$ cat src/rtl/dscope_pkg.sv
// Shared types and constants for the dscope packet transmitter.
package dscope_pkg;

    typedef enum logic [2:0] {
        IDLE,
        HDR,
        CNT,
        DATA,
        CSUM,
        DONE
    } pkt_state_t;

    localparam logic [15:0] MAGIC_DEFAULT = 16'hA55A;
    // Magic word plus frame counter word precede the payload.
    localparam int unsigned HDR_WORDS     = 2;

endpackage

$ cat src/rtl/dscope_pkt_tx_if.sv
// Sample-in / packet-out stream bundle for dscope_pkt_tx (slave = transmitter block).
interface dscope_pkt_tx_if;

    logic [15:0] i_data;
    logic        i_valid;
    logic        o_rdy;
    logic [15:0] o_data;
    logic        o_valid;
    logic        i_tx_rdy;

    modport slave (
        input  i_data,
        input  i_valid,
        output o_rdy,
        output o_data,
        output o_valid,
        input  i_tx_rdy
    );

    modport master (
        output i_data,
        output i_valid,
        input  o_rdy,
        input  o_data,
        input  o_valid,
        output i_tx_rdy
    );

endinterface

$ cat src/rtl/dscope_pkt_tx.sv
// Packs one sync-triggered frame into MAGIC, frame counter, payload [, checksum].
// Trailing checksum word is present only when DSCOPE_PKT_CSUM_EN is defined.
module dscope_pkt_tx
    import dscope_pkg::*;
#(
    parameter int unsigned PAYLOAD_LEN = 512,
    parameter logic [15:0] MAGIC       = MAGIC_DEFAULT,
    parameter int unsigned CNT_W       = 16
) (
    input  logic             sys_clk,
    input  logic             rst_n,
    input  logic             i_start,
    dscope_pkt_tx_if.slave   bus,
    output logic             o_busy,
    output logic [CNT_W-1:0] o_frame_cnt,
    output logic             o_start_drop
);

    localparam logic [15:0] LAST_IDX = 16'(PAYLOAD_LEN - 1);

    pkt_state_t       state_reg, state_next;
    logic [15:0]      data_reg, data_next;
    logic             valid_reg, valid_next;
    logic [15:0]      word_cnt_reg, word_cnt_next;
    logic [CNT_W-1:0] frame_cnt_reg, frame_cnt_next;
    logic             slot_free;
    logic             rdy;
`ifdef DSCOPE_PKT_CSUM_EN
    logic [15:0]      csum_reg, csum_next;
`endif

    always_ff @(posedge sys_clk or negedge rst_n) begin
        if (!rst_n) begin
            state_reg     <= IDLE;
            data_reg      <= '0;
            valid_reg     <= 1'b0;
            word_cnt_reg  <= '0;
            frame_cnt_reg <= '0;
`ifdef DSCOPE_PKT_CSUM_EN
            csum_reg      <= '0;
`endif
        end else begin
            state_reg     <= state_next;
            data_reg      <= data_next;
            valid_reg     <= valid_next;
            word_cnt_reg  <= word_cnt_next;
            frame_cnt_reg <= frame_cnt_next;
`ifdef DSCOPE_PKT_CSUM_EN
            csum_reg      <= csum_next;
`endif
        end
    end

    // The single output register may be reloaded when empty or being drained this cycle.
    assign slot_free = ~valid_reg | bus.i_tx_rdy;

    always_comb begin
        state_next     = state_reg;
        data_next      = data_reg;
        valid_next     = valid_reg & ~bus.i_tx_rdy;
        word_cnt_next  = word_cnt_reg;
        frame_cnt_next = frame_cnt_reg;
        rdy            = 1'b0;
`ifdef DSCOPE_PKT_CSUM_EN
        csum_next      = csum_reg;
`endif
        case (state_reg)
            IDLE: begin
                if (i_start) begin
                    state_next    = HDR;
                    word_cnt_next = '0;
`ifdef DSCOPE_PKT_CSUM_EN
                    csum_next     = '0;
`endif
                end
            end
            HDR: begin
                if (slot_free) begin
                    data_next  = MAGIC;
                    valid_next = 1'b1;
                    state_next = CNT;
                end
            end
            CNT: begin
                if (slot_free) begin
                    data_next  = 16'(frame_cnt_reg);
                    valid_next = 1'b1;
                    state_next = DATA;
                end
            end
            DATA: begin
                rdy = slot_free;
                if (bus.i_valid && slot_free) begin
                    data_next     = bus.i_data;
                    valid_next    = 1'b1;
                    word_cnt_next = word_cnt_reg + 16'd1;
`ifdef DSCOPE_PKT_CSUM_EN
                    csum_next     = csum_reg + bus.i_data;
                    if (word_cnt_reg == LAST_IDX) state_next = CSUM;
`else
                    if (word_cnt_reg == LAST_IDX) state_next = DONE;
`endif
                end
            end
`ifdef DSCOPE_PKT_CSUM_EN
            CSUM: begin
                if (slot_free) begin
                    data_next  = csum_reg;
                    valid_next = 1'b1;
                    state_next = DONE;
                end
            end
`endif
            DONE: begin
                // Packet counts as complete only once its last word has left the register.
                if (slot_free) begin
                    frame_cnt_next = frame_cnt_reg + CNT_W'(1);
                    state_next     = IDLE;
                end
            end
            default: state_next = IDLE;
        endcase
    end

    assign bus.o_data   = data_reg;
    assign bus.o_valid  = valid_reg;
    assign bus.o_rdy    = rdy;
    assign o_busy       = (state_reg != IDLE);
    assign o_frame_cnt  = frame_cnt_reg;
    assign o_start_drop = i_start & (state_reg != IDLE);

endmodule

$ cat src/flat_wrapper.sv
// flat-port wrapper written by rule: the top's interface ports become plain ports
module dscope_pkt_tx_flat import dscope_pkg::*;
#(
    parameter int unsigned PAYLOAD_LEN = 512,
    parameter logic [15:0] MAGIC       = MAGIC_DEFAULT,
    parameter int unsigned CNT_W       = 16
)
  (sys_clk, rst_n, i_start, o_busy, o_frame_cnt, o_start_drop, bus_i_data, bus_i_valid, bus_o_rdy, bus_o_data, bus_o_valid, bus_i_tx_rdy);
  dscope_pkt_tx_if bus_i ();
  input  logic sys_clk;
  input  logic rst_n;
  input  logic i_start;
  output logic o_busy;
  output logic [CNT_W-1:0] o_frame_cnt;
  output logic o_start_drop;
  input wire logic [$bits(bus_i.i_data)-1:0] bus_i_data;
  input wire logic [$bits(bus_i.i_valid)-1:0] bus_i_valid;
  output wire logic [$bits(bus_i.o_rdy)-1:0] bus_o_rdy;
  output wire logic [$bits(bus_i.o_data)-1:0] bus_o_data;
  output wire logic [$bits(bus_i.o_valid)-1:0] bus_o_valid;
  input wire logic [$bits(bus_i.i_tx_rdy)-1:0] bus_i_tx_rdy;
  assign bus_i.i_data = bus_i_data;
  assign bus_i.i_valid = bus_i_valid;
  assign bus_o_rdy = bus_i.o_rdy;
  assign bus_o_data = bus_i.o_data;
  assign bus_o_valid = bus_i.o_valid;
  assign bus_i.i_tx_rdy = bus_i_tx_rdy;
  dscope_pkt_tx #(.PAYLOAD_LEN(PAYLOAD_LEN), .MAGIC(MAGIC), .CNT_W(CNT_W)) u_core (.sys_clk(sys_clk), .rst_n(rst_n), .i_start(i_start), .bus(bus_i), .o_busy(o_busy), .o_frame_cnt(o_frame_cnt), .o_start_drop(o_start_drop));
endmodule
$ cat config.mk
export PLATFORM = sky130hd
export DESIGN_NAME = dscope_pkt_tx_flat
export DESIGN_NICKNAME = d
export VERILOG_FILES = /design/src/rtl/dscope_pkg.sv /design/src/rtl/dscope_pkt_tx_if.sv /design/src/rtl/dscope_pkt_tx.sv /design/src/flat_wrapper.sv
export SDC_FILE = /design/constraint.sdc
export NUM_CORES = 1
export LEC_CHECK = 0
export CAP_MARGIN = 15
export CORE_ASPECT_RATIO = 1.2
export CORE_MARGIN = 2
export CORE_UTILIZATION = 45
export CTS_CLUSTER_DIAMETER = 30
export CTS_CLUSTER_SIZE = 10
export DETAILED_ROUTE_END_ITERATION = 8
export PLACE_DENSITY_LB_ADDON = 0.15
export SLEW_MARGIN = 5
export SYNTH_ARGS = -nofsm -noshare
export SYNTH_HDL_FRONTEND = slang
export SYNTH_SLANG_ARGS = --single-unit
$ cat constraint.sdc
create_clock -name sys_clk -period 1.8 [get_ports sys_clk]
set_input_delay 0.54 -clock sys_clk [delete_from_list [all_inputs] [get_ports sys_clk]]
set_output_delay 0.54 -clock sys_clk [all_outputs]
set_load 0.1 [all_outputs]
== Yosys cells after proc, flatten, opt, wreduce, memory -nomap -nowiden ==
Index checks and enable logic that the tools add are counted.

* Output and inout port bits: 36
* Logic and storage cells: 51
* Input bits: 21
* Flip-flop bits (word level): 52

* Equality and inequality tests: 11
* Bitwise operators: 5
* Reduce and logical (&&, ||, !) cells: 10
* Add/sub/neg operators: 2
* Mux-type cells: 18

{| class="wikitable"
|+ Operator list
! kind !! count
|-
| 16-bit 2-to-1 mux || 5
|-
| 16-bit case mux with 3 select lines || 1
|-
| 16-bit by 1-bit adder with 16-bit output (second input constant) || 2
|-
| 16-bit case mux with 2 select lines || 1
|-
| 3-bit 2-to-1 mux || 6
|-
| 16-bit by 9-bit == test with 1-bit output (second input constant) || 1
|-
| 3-bit case mux with 5 select lines || 1
|-
| 2-bit by 1-bit inequality test with 1-bit output (second input constant) || 5
|-
| 3-bit by 2-bit == test with 1-bit output (second input constant) || 2
|-
| 6-bit AND reduction || 1
|-
| 3-bit nonzero test || 2
|-
| 4-bit AND reduction || 1
|-
| 3-bit by 1-bit == test with 1-bit output (second input constant) || 1
|-
| 3-bit == test (second input constant) || 1
|-
| 3-bit logical NOT || 1
|-
| 1-bit 2-to-1 mux || 3
|-
| 3-bit AND reduction || 1
|-
| 1-bit bitwise AND || 2
|-
| 2-bit inequality test (second input constant) || 1
|-
| 1-bit inverter || 2
|-
| 1-bit case mux with 2 select lines || 1
|-
| 2-bit AND reduction || 1
|-
| 2-bit nonzero test || 1
|-
| 2-bit OR reduction || 1
|-
| 2 further kinds || 2
|}

== Longest topological paths before layout ==
Gate-level depths: netlist of the first run.

* Depth after elaboration: 5
* Gate-level depth with buffers: 7
* Gate-level depth less buffers: 5

== Least setup slack after synthesis of the first run ==
Ideal clock, no wire load.

* Path type: reg2out
* Start: reg u_core.valid_reg, in the netlist u_core.bus.o_valid
* End: out bus_o_rdy
* Arrival time: 2.460 ns
* Data required time: 1.260 ns
* Cell stages (with the launch flop): 4
* Path buffers: 1
* Path slack: -1.200 ns
* Path through: dfrtp_1 > nor2b_1 > clkbuf_1 > nor2_1

* Cells in the longest elaborated chain, start to end: 3

{| class="wikitable"
|+ Ends and longest elaborated chain
! element !! line !! source
|-
| start, declared || dscope_pkt_tx.sv:23 || <nowiki>logic valid_reg, valid_next;</nowiki>
|-
| start signal, assigned || dscope_pkt_tx.sv:45 || <nowiki>valid_reg <= valid_next;</nowiki>
|-
| 1-bit inverter || dscope_pkt_tx.sv:55 || <nowiki>assign slot_free = ~valid_reg | bus.i_tx_rdy;</nowiki>
|-
| 1-bit bitwise OR || dscope_pkt_tx.sv:55 ||
|-
| 1-bit 2-to-1 mux || dscope_pkt_tx.sv:67 || <nowiki>case (state_reg)</nowiki>
|-
| end, declared || flat_wrapper.sv:18 || <nowiki>output wire logic [$bits(bus_i.o_rdy)-1:0] bus_o_rdy;</nowiki>
|}

No other way between the ends.

== Worst setup path in the final report of the first run ==
* Start: reg u_core.state_reg[2]
* End: out o_start_drop

* Cells in the longest elaborated chain, start to end: 2

{| class="wikitable"
|+ Ends and longest elaborated chain
! element !! line !! source
|-
| start, declared || dscope_pkt_tx.sv:21 || <nowiki>pkt_state_t state_reg, state_next;</nowiki>
|-
| start signal, assigned || dscope_pkt_tx.sv:43 || <nowiki>state_reg <= state_next;</nowiki>
|-
| 3-bit nonzero test || dscope_pkt_tx.sv:130 || <nowiki>assign o_start_drop = i_start & (state_reg != IDLE);</nowiki>
|-
| 1-bit bitwise AND || dscope_pkt_tx.sv:130 ||
|-
| end, declared || flat_wrapper.sv:15 || <nowiki>output logic o_start_drop;</nowiki>
|}

No other way between the ends.

==> summary.txt, run 1 <==
Place
  • Placer Congestion: 0.8562
  • I/O Buffers: 56
  • DP Wirelength: a little under 5 mm

Timing
  • Highest clock rate: 0.4784 GHz
  • Hold Vio Cnt, Final: 0
  • Tcrit/Tclk final: 116.1%
  • Slew Limit Fails: 0
  • Tmin final: around 2.1 ns
  • Final Setup Violations: 29
  • Final setup margin: -0.2902 ns
  • Clock Skew: ~0.008 ns
  • RSZ-0062 raised after global routing: true
  • Rel. slew slack: between 60% and 70%
  • Worst slew pin tran: ~0.47 ns

Logic synthesis
  • Mapped Nets: 290
  • Ys Warns: 0
  • Ys async rst share: 100.0%
  • Post-synthesis cell count: roughly 270
  • Avg Cell Area, Syn: roughly 9.6 sq um
  • Post-synth EDFFs: 0
  • Top FF cell, synth: dfrtp_1
  • Part of the Yosys area used for sequential elements: between 50% and 60%
  • Mapped cell area: 2576 sq um
  • Netlist cell types: 37
  • Number of synthesized register bits: 52

Layout
  • Util after Layout: roughly 79%
  • Reg area: between 1000 and 1500 sq um
  • Fillers: approximately 330
  • Share of cells above drive strength 1: between 40% and 50%
  • Area grow syn2layout: 70.76%
  • Antenna cells: 0
  • Nets: 395
  • Multi-input logic area: ~1400 sq um

Floorplanning
  • Starting density of the core: approximately 46%
  • # rows: 30
  • I/O pins: 57
  • Placeable Area: ~5600 sq um
  • Die Wd: ~73 microns
  • Die Area: about 6300 sq um
  • Die H: ~87 microns

Detailed routing
  • DR pass1 iterations: 4
  • Drt total wl: roughly 7.9 mm
  • Drt drc: 0
  • Routed vias: ~2.5k
  • Post-DRT Antenna Nets: 0
  • DR vias/cell: about 5.8
  • Initial drt markers: ~130
  • Mean routed wirelength per cell: between 15 and 20 microns

Clock network
  • CTS buffer count: 5
  • H-Tree Depth: 2
  • Clock root buffer: clkbuf_8
  • Max Root-Sink Buffers: 2
  • CTS Sinks: 52
  • Clock-pin slew on the worst setup and hold paths: ~0.10 ns
  • CTS tree: done
  • Worst skew pair latency: around 0.31 ns

Job
  • Max cap viols: 0

Global route
  • Largest net degree at the start of global routing: 53
  • Vias in the first global route: around 2.4k
  • Total track usage: between 20% and 30%
  • Total grt overflow: 0
  • Initial antenna violation count: 0
  • First-pass GRT wire length: between 10 and 15 mm

Hold path
  • Type of the tightest min-delay check: in2async

Power
  • Pwr Density: ~740 nW/um^2
  • Final Power: 3235 uW
  • Peak VDD IR: 424.7 uV
  • Leakage: 0.001829 uW

Worst setup path
  • Setup crit start kind: register
  • Crit Path Class: reg2out
  • Critical-path maximum fanout: 3
  • Critical path endpoint category: output port
  • Worst EP arrival: 1.55 ns
  • CP required: 1.26 ns

Outcome
  • Violated checks: negative setup slack
  • Status: finished, violations left
## cell usage after synthesis (all sizes together), types with 2 or more instances
master / count / area share, %
ha: 2 / 0.97
xor2: 7 / 2.4
inv: 4 / 0.58
nand3: 8 / 1.6
a22oi: 8 / 2.3
nor3: 7 / 1.4
nand4: 7 / 1.7
xnor2: 8 / 2.7
and2: 5 / 1.2
o31ai: 7 / 2.0
a21oi: 13 / 2.5
nand3b: 3 / 0.87
clkbuf: 12 / 1.7
nor2b: 2 / 0.49
nor4: 4 / 0.97
nor2: 8 / 1.2
nand2: 32 / 4.7
o22ai: 8 / 1.9
buf: 5 / 1.7
a21o: 4 / 1.2
and3: 3 / 0.73
or4: 10 / 2.9
o21ai: 24 / 4.7
dfrtp: 52 / 51
a31oi: 6 / 1.5
or3: 8 / 1.9
nand2b: 2 / 0.49
## metal layers
metal / vias to the layer above / global-route usage [%] / part of all wire [%]
li1: 1188 / - / -
met1: 1199 / 31.75 / 40
met2: 112 / 40.62 / 52
met3: 22 / 5.324 / 5.2
met4: 0 / 8.754 / 2.5
met5: - / 0 / 0
## metrics by stage
step                      hold slack [ns]  cell area [sq um]  setup WS (ns)  TNS, ns  cells
after floorplan                    0.2444               2759        -0.2166   -2.835    267
after global placement             0.4988               3939        -0.5784   -17.66    408
after detailed placement           0.5131               3939        -0.6450   -19.21    408
after CTS                          0.2134               4178        -0.2917   -1.769    430
after global routing               0.2253               4399        -0.3350   -4.611    437
final                              0.2077               4399        -0.2902   -2.684    437
## kinds of logic (layout without fill, tap and decap cells)
group	count (synthesis)	count (layout)	share of synthesized area, %
AND/OR/NAND/NOR	103	103	21.52
AO/OA/AOI/OAI	73	74	17.48
flip-flops	52	52	50.51
buffers and inverters	21	126	3.982
XOR/XNOR	15	15	5.100
adder cells (fa/ha/maj)	2	2	0.9712
multiplexers	1	1	0.4371
## worst paths after layout
check,slack [ns],cells after the start,from,end
setup / recovery,-0.29,4,u_core.state_reg[2],o_start_drop
hold / removal,0.21,2,rst_n,u_core.bus.o_data[2]
setup reg to reg,-0.18,6,u_core.state_reg[1],u_core.word_cnt_reg[8]
hold reg to reg,0.54,1,u_core.o_frame_cnt[12],u_core.o_frame_cnt[12]
max in group asynchronous,1.31,2,rst_n,u_core.o_frame_cnt[8]
min in group sys_clk,0.54,1,u_core.o_frame_cnt[12],u_core.o_frame_cnt[12]
## cell usage in the layout (no fill, tap or decap), types with 9 or more instances in the layout
master,synthesis,final
dfrtp_1,52,36
nand2_1,32,32
buf_12,0,39
dfrtp_2,0,9
clkdlybuf4s50_1,0,16
buf_6,3,11
buf_4,0,44
or4_4,0,9
o21ai_1,0,21
## power breakdown
part / leakage, uW / internal (uW) / total [uW] / switching [uW]
combinational: 0.00117 / 482 / 1150 / 673
sequential: 0.000617 / 1270 / 1370 / 102
clock: 0.0000445 / 314 / 708 / 394
total: 0.00183 / 2070 / 3240 / 1170
## repair_timing
item	4_1_cts	5_1_grt
resized for setup	15	42
cloned	1	0
pin swaps	8	16
hold buffers	0	0
setup endpoints to repair	39	37
hold endpoints to repair	0	0
buffers inserted	13	7
## worst max-delay path, stage by stage, from the launching register on
cell and delay, ns:
dfrtp_1 0.42, buf_6 0.13, or3_4 0.38, and2_4 0.16, buf_12 0.16
## area by class of cell
| cell class | count | share of cell area [%] |
|---|---|---|
| Inverter | 4 | 0.3413 |
| Multi-Input combinational cell | 195 | 32.85 |
| Sequential cell | 52 | 30.43 |
| Clock inverter | 1 | 0.1706 |
| Timing Repair Buffer | 114 | 32.42 |
| Tap cell | 64 | 1.820 |
| Clock buffer | 7 | 1.962 |
Note: power is estimated with default switching activity, not from simulation.
==> inputs of run 2 (changes only) <==
CAP_MARGIN = unset   (was 15)
==> results of run 2 <==
Final layout, timing and power as in run 1 (identical DEF).
